File: src/rtl/game_timer_ctrl_if.sv
// game_timer_ctrl_if
//   Bundles the game timer's command inputs and its display/status outputs.
//   master : drives clk_1Hz and the command pulses, reads the mm:ss digits
//            and the status flags (game FSM / display side).
//   slave  : the timer itself.
//   Signals: clk_1Hz, start, pause, finish, penalty (commands);
//            sec_ones, sec_tens, min_ones, min_tens (BCD mm:ss);
//            running, time_up, state (status).
interface game_timer_ctrl_if;
  logic       clk_1Hz;
  logic       start;
  logic       pause;
  logic       finish;
  logic       penalty;
  logic [3:0] sec_ones;
  logic [2:0] sec_tens;
  logic [3:0] min_ones;
  logic [2:0] min_tens;
  logic       running;
  logic       time_up;
  logic [1:0] state;

  modport master (
    output clk_1Hz, start, pause, finish, penalty,
    input  sec_ones, sec_tens, min_ones, min_tens, running, time_up, state
  );

  modport slave (
    input  clk_1Hz, start, pause, finish, penalty,
    output sec_ones, sec_tens, min_ones, min_tens, running, time_up, state
  );
endinterface

File: src/rtl/game_timer_ctrl.sv
// game_timer_ctrl
//   Elapsed-time clock for the puzzle. Rising edges of the divided clk_1Hz
//   level add one second each; penalty pulses queue PENALTY_SEC extra
//   seconds that are drained one per cycle while running. Reaching
//   LIMIT_MIN:59 freezes the clock in DONE and raises a sticky time_up.
//   Ports:
//     clk    system clock
//     reset  asynchronous, active-high reset
//     bus    game_timer_ctrl_if.slave (commands in, BCD digits/status out)
module game_timer_ctrl #(
  parameter int unsigned LIMIT_MIN   = 59,
  parameter int unsigned PENALTY_SEC = 10
) (
  input  logic               clk,
  input  logic               reset,
  game_timer_ctrl_if.slave   bus
);

  typedef enum logic [1:0] {
    IDLE   = 2'b00,
    RUN    = 2'b01,
    PAUSED = 2'b10,
    DONE   = 2'b11
  } state_t;

  localparam logic [2:0] LIM_TENS = 3'(LIMIT_MIN / 10);
  localparam logic [3:0] LIM_ONES = 4'(LIMIT_MIN % 10);

  state_t     state_q, state_d;
  logic       prev;
  logic       tick;
  logic [7:0] pending_q, pending_d;
  logic [3:0] sec_ones_q, sec_ones_d, min_ones_q, min_ones_d;
  logic [2:0] sec_tens_q, sec_tens_d, min_tens_q, min_tens_d;
  logic       time_up_q, time_up_d;

  // Command decode with priority start > finish > pause > penalty.
  logic do_start, do_finish, do_pause, do_penalty;
  logic counting, inc, dec, limit_hit;
  logic [3:0] so_inc, mo_inc;
  logic [2:0] st_inc, mt_inc;
  logic [8:0] pen_sum;

  assign tick       = bus.clk_1Hz & ~prev;
  assign do_start   = bus.start;
  assign do_finish  = !do_start && bus.finish && (state_q == RUN || state_q == PAUSED);
  assign do_pause   = !do_start && !do_finish && bus.pause &&
                      (state_q == RUN || state_q == PAUSED);
  assign do_penalty = !do_start && !do_finish && !do_pause && bus.penalty && (state_q == RUN);

  // A cycle that carries an accepted command is spent on the command: the
  // digits freeze on finish and do not advance on the pause edge itself.
  assign counting = (state_q == RUN) && !do_start && !do_finish && !do_pause;
  assign inc      = counting && (tick || pending_q != 8'd0);
  // The tick's second wins; a queued penalty second waits for a free cycle.
  assign dec      = counting && !tick && pending_q != 8'd0;

  // BCD ripple increment of mm:ss. min_tens needs no wrap because the
  // limit stops counting before it could pass LIMIT_MIN/10.
  always_comb begin
    // NOTE: every always_comb output gets a default first so no path leaves it unassigned (no latch).
    so_inc = sec_ones_q + 4'd1;
    st_inc = sec_tens_q;
    mo_inc = min_ones_q;
    mt_inc = min_tens_q;
    if (sec_ones_q == 4'd9) begin
      so_inc = 4'd0;
      st_inc = sec_tens_q + 3'd1;
      if (sec_tens_q == 3'd5) begin
        st_inc = 3'd0;
        mo_inc = min_ones_q + 4'd1;
        if (min_ones_q == 4'd9) begin
          mo_inc = 4'd0;
          mt_inc = min_tens_q + 3'd1;
        end
      end
    end
  end

  assign limit_hit = inc && mt_inc == LIM_TENS && mo_inc == LIM_ONES &&
                     st_inc == 3'd5 && so_inc == 4'd9;

  // Saturating penalty add, with this cycle's drain folded in.
  assign pen_sum = {1'b0, pending_q} + 9'(PENALTY_SEC) - {8'd0, dec};

  // Datapath next values.
  always_comb begin
    sec_ones_d = sec_ones_q;
    sec_tens_d = sec_tens_q;
    min_ones_d = min_ones_q;
    min_tens_d = min_tens_q;
    pending_d  = pending_q;
    time_up_d  = time_up_q;
    if (do_start) begin
      sec_ones_d = 4'd0;
      sec_tens_d = 3'd0;
      min_ones_d = 4'd0;
      min_tens_d = 3'd0;
      pending_d  = 8'd0;
      time_up_d  = 1'b0;
    end else if (do_finish) begin
      pending_d = 8'd0;
    end else begin
      if (inc) begin
        sec_ones_d = so_inc;
        sec_tens_d = st_inc;
        min_ones_d = mo_inc;
        min_tens_d = mt_inc;
      end
      if (limit_hit) begin
        pending_d = 8'd0;
        time_up_d = 1'b1;
      end else if (do_penalty) begin
        pending_d = (pen_sum > 9'd255) ? 8'hFF : pen_sum[7:0];
      end else if (dec) begin
        pending_d = pending_q - 8'd1;
      end
    end
  end

  // FSM: state register.
  always_ff @(posedge clk or posedge reset) begin
    // NOTE: sequential state uses <= so every register samples pre-edge values.
    if (reset) state_q <= IDLE;
    else       state_q <= state_d;
  end

  // FSM: next-state logic.
  always_comb begin
    state_d = state_q;
    if (do_start)       state_d = RUN;
    else if (do_finish) state_d = DONE;
    else if (do_pause)  state_d = (state_q == RUN) ? PAUSED : RUN;
    else if (limit_hit) state_d = DONE;
  end

  // FSM: outputs.
  always_comb begin
    bus.running = (state_q == RUN);
    bus.state   = state_q;
  end

  // prev follows clk_1Hz in every state, so a level that rose while paused
  // is already absorbed by the time RUN resumes.
  always_ff @(posedge clk or posedge reset) begin
    if (reset) begin
      prev       <= 1'b0;
      sec_ones_q <= 4'd0;
      sec_tens_q <= 3'd0;
      min_ones_q <= 4'd0;
      min_tens_q <= 3'd0;
      pending_q  <= 8'd0;
      time_up_q  <= 1'b0;
    end else begin
      prev       <= bus.clk_1Hz;
      sec_ones_q <= sec_ones_d;
      sec_tens_q <= sec_tens_d;
      min_ones_q <= min_ones_d;
      min_tens_q <= min_tens_d;
      pending_q  <= pending_d;
      time_up_q  <= time_up_d;
    end
  end

  assign bus.sec_ones = sec_ones_q;
  assign bus.sec_tens = sec_tens_q;
  assign bus.min_ones = min_ones_q;
  assign bus.min_tens = min_tens_q;
  assign bus.time_up  = time_up_q;

endmodule

File: src/flat_wrapper.sv
// flat-port wrapper written by rule: the top's interface ports become plain ports
module game_timer_ctrl_flat 
#(
  parameter int unsigned LIMIT_MIN   = 59,
  parameter int unsigned PENALTY_SEC = 10
)
  (clk, reset, bus_clk_1Hz, bus_start, bus_pause, bus_finish, bus_penalty, bus_sec_ones, bus_sec_tens, bus_min_ones, bus_min_tens, bus_running, bus_time_up, bus_state);
  game_timer_ctrl_if bus_i ();
  input  logic clk;
  input  logic reset;
  input wire logic [$bits(bus_i.clk_1Hz)-1:0] bus_clk_1Hz;
  input wire logic [$bits(bus_i.start)-1:0] bus_start;
  input wire logic [$bits(bus_i.pause)-1:0] bus_pause;
  input wire logic [$bits(bus_i.finish)-1:0] bus_finish;
  input wire logic [$bits(bus_i.penalty)-1:0] bus_penalty;
  output wire logic [$bits(bus_i.sec_ones)-1:0] bus_sec_ones;
  output wire logic [$bits(bus_i.sec_tens)-1:0] bus_sec_tens;
  output wire logic [$bits(bus_i.min_ones)-1:0] bus_min_ones;
  output wire logic [$bits(bus_i.min_tens)-1:0] bus_min_tens;
  output wire logic [$bits(bus_i.running)-1:0] bus_running;
  output wire logic [$bits(bus_i.time_up)-1:0] bus_time_up;
  output wire logic [$bits(bus_i.state)-1:0] bus_state;
  assign bus_i.clk_1Hz = bus_clk_1Hz;
  assign bus_i.start = bus_start;
  assign bus_i.pause = bus_pause;
  assign bus_i.finish = bus_finish;
  assign bus_i.penalty = bus_penalty;
  assign bus_sec_ones = bus_i.sec_ones;
  assign bus_sec_tens = bus_i.sec_tens;
  assign bus_min_ones = bus_i.min_ones;
  assign bus_min_tens = bus_i.min_tens;
  assign bus_running = bus_i.running;
  assign bus_time_up = bus_i.time_up;
  assign bus_state = bus_i.state;
  game_timer_ctrl #(.LIMIT_MIN(LIMIT_MIN), .PENALTY_SEC(PENALTY_SEC)) u_core (.clk(clk), .reset(reset), .bus(bus_i));
endmodule
File: config.mk
export PLATFORM = sky130hd
export DESIGN_NAME = game_timer_ctrl_flat
export DESIGN_NICKNAME = d
export VERILOG_FILES = /design/src/rtl/game_timer_ctrl_if.sv /design/src/rtl/game_timer_ctrl.sv /design/src/flat_wrapper.sv
export SDC_FILE = /design/constraint.sdc
export NUM_CORES = 1
export LEC_CHECK = 0
export CAP_MARGIN = 20
export CORE_AREA = 2 2 78 80
export DETAILED_ROUTE_END_ITERATION = 12
export DIE_AREA = 0 0 80 82
export SYNTH_ARGS = -nofsm -noshare
export SYNTH_HDL_FRONTEND = slang
export SYNTH_SLANG_ARGS = --single-unit
File: constraint.sdc
create_clock -name clk -period 9.2 [get_ports clk]
set_clock_uncertainty 0.2 [all_clocks]
set_input_delay 0.92 -clock clk [delete_from_list [all_inputs] [get_ports clk]]
set_output_delay 0.92 -clock clk [all_outputs]
set_load 0.05 [all_outputs]
Word level (Yosys, flattened, before mapping)
Cells that the tools add are included.
{"block": "totals", "wordCells": 94, "register_bits": 26, "output_inout_bits": 18, "input_bits": 7}
{"block": "classes", "muxes": 35, "eq_ne": 10, "add_sub_neg": 7, "order_cmp": 1, "bitwise": 2, "n_reduce_logical": 31}
{"op": "2-to-1 mux 8 bit", "n": 6}
{"op": "2-to-1 mux 4 bit", "n": 10}
{"op": "2-to-1 mux 3 bit", "n": 11}
{"op": "logical AND 1 bit", "n": 18}
{"op": "equality test 4 bit, second input constant", "n": 4}
{"op": "2-to-1 mux 2 bit", "n": 5}
{"op": "adder 8 x 4 -> 9 bit, second input constant", "n": 1}
{"op": "equality test 3 bit, second input constant", "n": 3}
{"op": "> comparator 9 x 8 -> 1 bit, second input constant", "n": 1}
{"op": "subtractor 9 x 1 -> 9 bit", "n": 1}
{"op": "adder 4 x 1 -> 4 bit, second input constant", "n": 2}
{"op": "nonzero test 8 bit", "n": 1}
{"op": "subtractor 8 x 1 -> 8 bit, second input constant", "n": 1}
{"op": "adder 3 x 1 -> 3 bit, second input constant", "n": 2}
{"op": "nonzero test 5 bit", "n": 1}
{"op": "zero test 1 bit", "n": 4}
{"op": "AND reduction 2 bit", "n": 2}
{"op": "nonzero test 2 bit", "n": 2}
{"op": "nonzero test 4 bit", "n": 1}
{"op": "2-to-1 mux 1 bit", "n": 3}
{"op": "equality test 2 x 1 -> 1 bit, second input constant", "n": 1}
{"op": "equality test 2 bit, second input constant", "n": 1}
{"op": "logical OR 1 bit", "n": 2}
{"op": "!= test 2 bit, second input constant", "n": 1}
{"op": "other kinds (2)", "n": 2}

Depth between registers and ports, before layout
Gate-level depths: netlist of run 1.
{"block": "depth", "word_depth": 18, "depth_mapped": 15, "depth_no_buf": 15}

Worst setup path before layout of run 1
OpenSTA, ideal clock, no wires.
{"block": "synth_path", "path_type": "register to register", "from": "reg u_core.state_q[0] (netlist: u_core.bus.state[0])", "to": "reg u_core.pending_q[2]", "setup_slack_ns": 5.382, "path_stages_with_launch": 13, "synth_period_minus_slack_ns": 3.818, "required_time_ns": 8.893, "arrival_time_ns": 3.511, "path_buffers": 0, "setup_time_ns": 0.107, "cell_sequence": "dfrtp_1 -> ha_1 -> and3_1 -> and2_1 -> ha_1 -> inv_1 -> ha_1 -> a211oi_2 -> nor4_1 -> a2111oi_0 -> xnor2_1 -> nor2_2 -> a2111oi_4"}
{"block": "synth_between", "elab_chain_len": 18, "elab_cells_between_ends": 30, "cone_classes": "add/sub (1); order compare (1); eq/ne (2); mux (5); reduce/logical (21)"}
{"item": "start: declaration", "line": "game_timer_ctrl.sv:29", "rtl": "state_t state_q, state_d;"}
{"item": "start signal: assignment", "line": "game_timer_ctrl.sv:125", "rtl": "else state_q <= state_d;"}
{"item": "equality test 2 x 1 -> 1 bit *"}
{"item": "net bus_running", "line": "flat_wrapper.sv:20", "rtl": "output wire logic [$bits(bus_i.running)-1:0] bus_running;"}
{"item": "logical OR 1 bit", "line": "game_timer_ctrl.sv:46, game_timer_ctrl.sv:48"}
{"item": "logical AND 1 bit", "line": "game_timer_ctrl.sv:46", "rtl": "assign do_finish = !do_start && bus.finish && (state_q == RUN || state_q == PAUSED);"}
{"item": "zero test 1 bit", "line": "game_timer_ctrl.sv:47, game_timer_ctrl.sv:49, game_timer_ctrl.sv:53"}
{"item": "logical AND 1 bit", "line": "game_timer_ctrl.sv:47, game_timer_ctrl.sv:49"}
{"item": "logical AND 1 bit (2 in a row)", "line": "game_timer_ctrl.sv:47", "rtl": "assign do_pause = !do_start && !do_finish && bus.pause &&"}
{"item": "zero test 1 bit", "line": "game_timer_ctrl.sv:49, game_timer_ctrl.sv:53"}
{"item": "logical AND 1 bit", "line": "game_timer_ctrl.sv:53", "rtl": "assign counting = (state_q == RUN) && !do_start && !do_finish && !do_pause;"}
{"item": "logical AND 1 bit (2 in a row)", "line": "game_timer_ctrl.sv:56", "rtl": "assign dec = counting && !tick && pending_q != 8'd0;"}
{"item": "subtractor 9 x 1 -> 9 bit", "line": "game_timer_ctrl.sv:84", "rtl": "assign pen_sum = {1'b0, pending_q} + 9'(PENALTY_SEC) - {8'd0, dec};"}
{"item": "> comparator 9 x 8 -> 1 bit", "line": "game_timer_ctrl.sv:114", "rtl": "pending_d = (pen_sum > 9'd255) ? 8'hFF : pen_sum[7:0];"}
{"item": "2-to-1 mux 8 bit", "line": "game_timer_ctrl.sv:114"}
{"item": "2-to-1 mux 8 bit", "line": "game_timer_ctrl.sv:113", "rtl": "end else if (do_penalty) begin"}
{"item": "2-to-1 mux 8 bit", "line": "game_timer_ctrl.sv:110", "rtl": "if (limit_hit) begin"}
{"item": "2-to-1 mux 8 bit", "line": "game_timer_ctrl.sv:101", "rtl": "end else if (do_finish) begin"}
{"item": "2-to-1 mux 8 bit", "line": "game_timer_ctrl.sv:94", "rtl": "if (do_start) begin"}
{"item": "end signal: assignment", "line": "game_timer_ctrl.sv:160", "rtl": "pending_q <= pending_d;"}
{"item": "end: declaration", "line": "game_timer_ctrl.sv:32", "rtl": "logic [7:0] pending_q, pending_d;"}
Mark *: on every way through the listed nets, which the timed path passes. The rest lies on a longest branch.
A chain may end at the register's enable or synchronous reset.

Final worst setup path of run 1
{"block": "layout_path", "from": "in bus_start", "to": "reg u_core.pending_q[2]"}
{"block": "layout_between", "elab_chain_len": 18, "elab_cells_between_ends": 29, "cone_classes": "add/sub (1); order compare (1); mux (5); reduce/logical (22)"}
{"item": "start: declaration", "line": "flat_wrapper.sv:12", "rtl": "input wire logic [$bits(bus_i.start)-1:0] bus_start;"}
{"item": "zero test 1 bit"}
{"item": "logical AND 1 bit (2 in a row)", "line": "game_timer_ctrl.sv:46"}
{"item": "zero test 1 bit", "line": "game_timer_ctrl.sv:47, game_timer_ctrl.sv:49, game_timer_ctrl.sv:53"}
{"item": "logical AND 1 bit", "line": "game_timer_ctrl.sv:47, game_timer_ctrl.sv:49"}
{"item": "logical AND 1 bit (2 in a row)", "line": "game_timer_ctrl.sv:47"}
{"item": "zero test 1 bit", "line": "game_timer_ctrl.sv:49, game_timer_ctrl.sv:53"}
{"item": "logical AND 1 bit", "line": "game_timer_ctrl.sv:53"}
{"item": "logical AND 1 bit (2 in a row)", "line": "game_timer_ctrl.sv:56"}
{"item": "subtractor 9 x 1 -> 9 bit", "line": "game_timer_ctrl.sv:84"}
{"item": "> comparator 9 x 8 -> 1 bit", "line": "game_timer_ctrl.sv:114"}
{"item": "2-to-1 mux 8 bit", "line": "game_timer_ctrl.sv:114"}
{"item": "2-to-1 mux 8 bit", "line": "game_timer_ctrl.sv:113"}
{"item": "2-to-1 mux 8 bit", "line": "game_timer_ctrl.sv:110"}
{"item": "2-to-1 mux 8 bit", "line": "game_timer_ctrl.sv:101"}
{"item": "2-to-1 mux 8 bit", "line": "game_timer_ctrl.sv:94"}
Several ways; a longest one is shown, not always the timed one.

==> results of run 1 <==
-- metrics by stage --
step | hold slack (ns) | cells | total power, uW | setup slack [ns]
2_1_floorplan | 0.340 | 217 | 242 | 5.38
3_3_place_gp | 0.321 | 313 | 278 | 4.58
3_5_place_dp | 0.319 | 313 | 279 | 4.44
4_1_cts | 0.333 | 317 | 375 | 4.73
5_1_grt | 0.370 | 318 | 398 | 4.54
6_report | 0.322 | 318 | 376 | 4.70
-- worst register-to-register path: stages (launching register included) --
cell and delay (ns):
dfrtp_1 0.50, inv_1 0.15, ha_1 0.26, and4_1 0.20, nor2_1 0.46, and2_1 0.25
ha_1 0.15, inv_1 0.04, ha_1 0.20, a211oi_2 0.33, nor4_1 0.09, a2111oi_0 0.52
xnor2_1 0.28, nor2_2 0.16, a2111oi_4 0.36
-- logic make-up after synthesis --
logic type,after synthesis,synth area share
AOI/OAI and AO/OA,62,0.222
and+or+nand+nor,70,0.212
adders and majority gates,19,0.121
buffers and inverters,28,0.0537
muxes,4,0.0230
xor gates and xnor gates,8,0.0358
DFF,26,0.332
-- sequential cells by signal (all words and copies together), names as in the netlist --
name / count
u_core.prev: 1
u_core.bus.sec_ones: 4
u_core.bus.state: 2
u_core.bus.sec_tens: 3
u_core.bus.time_up: 1
u_core.bus.min_tens: 3
u_core.bus.min_ones: 4
u_core.pending_q: 8
-- final cells by class --
| class | instances | area [um2] |
|---|---|---|
| well taps | 75 | 93.8 |
| multi-input cells | 163 | 1200 |
| fillers | 574 | 3370 |
| clock inverters | 1 | 30.0 |
| inverters | 25 | 93.8 |
| flip-flops and latches | 26 | 651 |
| clock buffers | 3 | 41.3 |
| repair buffers | 25 | 268 |
-- routing by layer --
metal  up-vias  wire length [um]  track usage
li1        840                 -            -
met1       800              2050        0.175
met2        35              2230        0.251
met3         2               158       0.0253
met4         0                24       0.0203
met5         -                 0            0
-- report_power, final --
part / switching [uW] / leakage [uW] / internal (uW)
clock network: 38.9 / 0.0000357 / 58.2
logic: 92.6 / 0.000548 / 56.5
registers: 9.04 / 0.000353 / 121
total: 141 / 0.000937 / 236
-- cells in the mapped netlist (3+ instances only) --
cell type   n  area, um2
nor2_1     10       37.5
a21oi_1    14       70.1
ha_1       19        238
a31oi_1     4       25.0
nand4_1     4       25.0
clkbuf_1    3       11.3
xnor2_1     7       61.3
mux2_2      3       33.8
nor4_1      3       18.8
o21ai_0    12       60.1
nor2b_1     6       37.5
nor3_1      6       30.0
o211ai_1    3       22.5
and3_1      3       18.8
nor3b_1     3       22.5
nand2_1    13       48.8
nand3_1     7       35.0
a211oi_1    4       30.0
o21bai_1    3       22.5
inv_1      24       90.1
dfrtp_1    26        651
-- cells in the final DEF, fill, tap and decap left out, types with 2 or more instances in the layout --
| master | Yosys | final |
|---|---|---|
| a22o_1 | 2 | 2 |
| a211oi_1 | 4 | 4 |
| o211ai_1 | 3 | 3 |
| o21ai_0 | 12 | 12 |
| mux2_2 | 3 | 3 |
| a21oi_1 | 14 | 14 |
| nor2_1 | 10 | 10 |
| o22ai_1 | 2 | 2 |
| nand2b_1 | 2 | 2 |
| nor3_1 | 6 | 6 |
| clkdlybuf4s50_1 | 0 | 24 |
| nor2b_1 | 6 | 6 |
| a31oi_1 | 4 | 4 |
| ha_1 | 19 | 19 |
| inv_1 | 24 | 24 |
| xnor2_1 | 7 | 7 |
| nand2_1 | 13 | 13 |
| a21o_1 | 2 | 2 |
| nand3_1 | 7 | 7 |
| clkbuf_8 | 0 | 3 |
| nor4_1 | 3 | 3 |
| o31ai_1 | 2 | 2 |
| nor3b_1 | 3 | 3 |
| o21bai_1 | 3 | 3 |
| and3_1 | 3 | 3 |
| dfrtp_1 | 26 | 26 |
| nand4_1 | 4 | 4 |
| o21ai_1 | 2 | 2 |
| and2_1 | 2 | 2 |
-- path summary, 6_finish.rpt --
path / to / slack [ns] / depth (start not counted)
setup / recovery: u_core.pending_q[2] / 4.70 / 13
hold / removal: u_core.bus.min_tens[2] / 0.32 / 1
setup reg to reg: u_core.pending_q[2] / 4.97 / 14
hold reg to reg: u_core.bus.min_tens[2] / 0.32 / 1
max in group asynchronous: u_core.bus.min_tens[1] / 7.55 / 3
min in group asynchronous: u_core.pending_q[1] / 0.78 / 2
==> flow_summary.toml, run 1 <==
[min_path]
hold_start = "u_core.bus.min_tens[2]"
hold_class = "reg2reg"

[floorplanning]
num_rows = 28
die-area_mm2 = 0.00656
start_util = 0.341
dieWidth_um = 80
boundaryPins = 25
die_y_um = 82
core-area_mm2 = 0.00575

[synthesis]
synth_fp_nets = 243
ys_types = 54
netlist_area_mm2 = 0.00196
netlist_instances = 217
seq_area_frac_synth = 0.332
yosys_warnings = 0
synth_edf_count = 0
dominantRegCellSynth = "dfrtp_1"
synthArstFlopShare = 1.00
synth-seq-cells = 26
avgSynthCellArea_um2 = 9.02

[setup_path]
path_max_fanout = 13
startpoint_type = "input pin"
endpoint_kind = "flip-flop"
max_stage_delay_ns = 0.54
crit-reg2reg-launch = "u_core.pending_q[2]"
worstPathRequired_ns = 9.18
cp_cell_sequence = "clkdlybuf4s50_1 -> inv_1 -> and3_1 -> and2_1 -> ha_1 -> inv_1 -> ha_1 -> a211oi_2 -> nor4_1 -> a2111oi_0 -> xnor2_1 -> nor2_2 -> a2111oi_4"
crit_start = "bus_start"
cp_data_arrival_time_ns = 4.48
path_class = "in2reg"
cpLargestDelayFamily = "compound AO/OA/AOI/OAI gates"
crit_path_top_delay_cell = "clkdlybuf4s50_1"
critPathBufInv = 3

[power_and_ir_drop]
peakVddDrop_mv = 0.0969
p_per_area_mw_per_mm2 = 158
power.leakage_uw = 0.000937

[cts]
cts_setup_buffers = 0
clk_pin_slew_ns = 0.10
cts_tree = "built"
post_cts_resized = 0
clk_path_buf_depth = 2
cts.sinks = 26
clk_latency_ns = 0.28
postCtsHoldBufs = 0
cts_buffers = 3
cts-root-buf = "clkbuf_8"
htreeDepth = 1

[global_routing]
grt_pass1_vias = 1523
grtUsageTotal = 0.138
grt.overflow.total = 0
grt_pass1_wl_mm = 7.20
antenna_found_initial = 0
grt_max_degree = 27

[sta]
slew_headroom = 0.391
fin_crit_ns = 4.50
rsz0062_at_grt = "false"
hold_viol = 0
fmax_ghz = 0.222
slew_viol_final = 0
setup_violations = 0
final.setup.tns_ns = 0
post-route-period-util = 0.489
worst_pin_slew_ns = 0.912

[detailed_routing]
vias_per_cell = 5.27
drc_errors = 0
first_pass_iters = 4
routed_wl_mm = 4.47
vias = 1677
final_antenna_net_count = 0
wire_per_inst_um = 14.1
drt-initial-drc-count = 78

[place]
place_area_mm2 = 0.00228
io_buffers = 24
globalplace.congestion = 0.852
dpl.hpwl_mm = 3.37

[final_layout]
final_cell_area_mm2 = 0.00238
layout.nets = 270
drive_above_1_share = 0.0658
fin_util = 0.414
area_growth_pct = 21.5
num_antenna_cells = 0

[job]
cap_viol_max_count = 0

[run_status]
status = "completed"
No activity file was read; power rests on OpenSTA's default activity.
==> run 2: changes to the inputs <==
- clock period: 9.2 -> 4.1 ns (I/O delays scaled with it)
==> flow_summary.toml, run 2 (synthesized netlist as in run 1, its figures left out) <==
[sta]
setup_ws_ns = 0.420
post-route-period-util = 0.898
hold_viol = 0
final.setup.tns_ns = 0
fin_crit_ns = 3.68
rsz0062_at_grt = "false"
slew_headroom = 0.567
fmax_ghz = 0.272
setup_violations = 0
worst_pin_slew_ns = 0.649
slew_viol_final = 0

[floorplanning]
dieWidth_um = 80
core-area_mm2 = 0.00575
boundaryPins = 25
die_y_um = 82
num_rows = 28
die-area_mm2 = 0.00656
start_util = 0.341

[global_routing]
antenna_found_initial = 0
grt_pass1_wl_mm = 7.74
grtUsageTotal = 0.148
grt_pass1_vias = 1656
grt.overflow.total = 0
grt_max_degree = 20

[cts]
clk_pin_slew_ns = 0.10
clk_latency_ns = 0.28
post_cts_resized = 0
cts_buffers = 3
postCtsHoldBufs = 0
cts-root-buf = "clkbuf_8"
htreeDepth = 1
cts_setup_buffers = 0
cts_tree = "built"
cts.sinks = 26
clk_path_buf_depth = 2

[final_layout]
area_growth_pct = 23.5
top_register = "u_core.pending_q"
layout.nets = 275
largest_reg_flops = 8
drive_above_1_share = 0.0847
layoutNonFillerInstCount = 323
final_cell_mix = "dfrtp_1 (26), inv_1 (24), clkdlybuf4s50_1 (24), ha_1 (19), a21oi_1 (14)"
layout.area.seq_um2 = 651
fin_util = 0.421
multiInputGateArea_mm2 = 0.00120
layout_commonest_cell = "dfrtp_1"
final.fill_count = 567
num_antenna_cells = 0

[setup_path]
cp_data_arrival_time_ns = 3.66
path_class = "reg2reg"
worstPathRequired_ns = 4.08
r2r_slack_ns = 0.42
path_max_fanout = 5
endpoint_kind = "flip-flop"
startpoint_type = "flip-flop"

[detailed_routing]
routed_wl_mm = 4.48
vias = 1699
drt-initial-drc-count = 95
first_pass_iters = 4
wire_per_inst_um = 13.9
drc_errors = 0
final_antenna_net_count = 0
vias_per_cell = 5.26

[run_status]
status = "completed"

[min_path]
hold_class = "in2async"

[power_and_ir_drop]
power.leakage_uw = 0.000961
total_power_uw = 861
p_per_area_mw_per_mm2 = 356
peakVddDrop_mv = 0.267

[place]
pre_cts_ws_ns = 0.290
globalplace.congestion = 0.863
dpl.hpwl_mm = 3.52
placed_cells = 319
io_buffers = 24

[job]
cap_viol_max_count = 0
[run 2: cell count changes in the layout (fill, tap and decap cells not counted), sizes merged]
| cell | previous run | this run |
|---|---|---|
| buf | 1 | 6 |
[run 2: critical path, cell delays in order, from the launching register on]
cell	delay, ns
dfrtp_1	0.47
inv_2	0.11
ha_1	0.25
and4_1	0.21
nor2_1	0.11
and2_1	0.17
ha_1	0.15
inv_1	0.04
ha_1	0.20
a211oi_2	0.32
nor4_1	0.07
a2111oi_0	0.49
xnor2_1	0.27
nor2_2	0.16
a2111oi_4	0.35
[run 2: worst paths after layout]
check | start | end | cells after the start
max in group asynchronous | reset | u_core.pending_q[6] | 3
min | reset | u_core.bus.sec_ones[3] | 2
max | u_core.pending_q[4] | u_core.pending_q[2] | 14
max reg2reg | u_core.pending_q[4] | u_core.pending_q[2] | 14
min in group clk | u_core.bus.min_tens[2] | u_core.bus.min_tens[2] | 1
min reg2reg | u_core.bus.min_tens[2] | u_core.bus.min_tens[2] | 1
[run 2: metal layers]
layer	part of all wire	vias up	wire length (um)	GRT usage
li1	-	861	-	-
met1	0.47	794	2090	0.186
met2	0.49	36	2190	0.260
met3	0.031	8	137	0.0319
met4	0.012	0	55	0.0339
met5	0	-	0	0
[run 2: layout make-up]
type | instances | share of cell area
clock buffers | 3 | 0.0171
inverters | 25 | 0.0388
clock inverters | 1 | 0.0124
repair buffers | 30 | 0.126
flip-flops and latches | 26 | 0.269
multi-input cells | 163 | 0.497
well taps | 75 | 0.0388
[run 2: where the power goes]
part / internal [uW] / switching, uW
Clock: 131 / 90.9
Sequential: 271 / 19.8
Combinational: 137 / 211
[run 2: through the flow]
| step | cell area (um2) | hold WS, ns |
|---|---|---|
| floorplan | 1960 | 0.241 |
| global placement | 2320 | 0.283 |
| detailed placement | 2350 | 0.301 |
| CTS | 2420 | 0.216 |
| global route | 2420 | 0.249 |
| finish | 2420 | 0.210 |
==> run 3: changes to the inputs <==
- SLEW_MARGIN: default -> 5
==> results of run 3 <==
No change in the layout: final DEF, timing and power equal those of run 2.
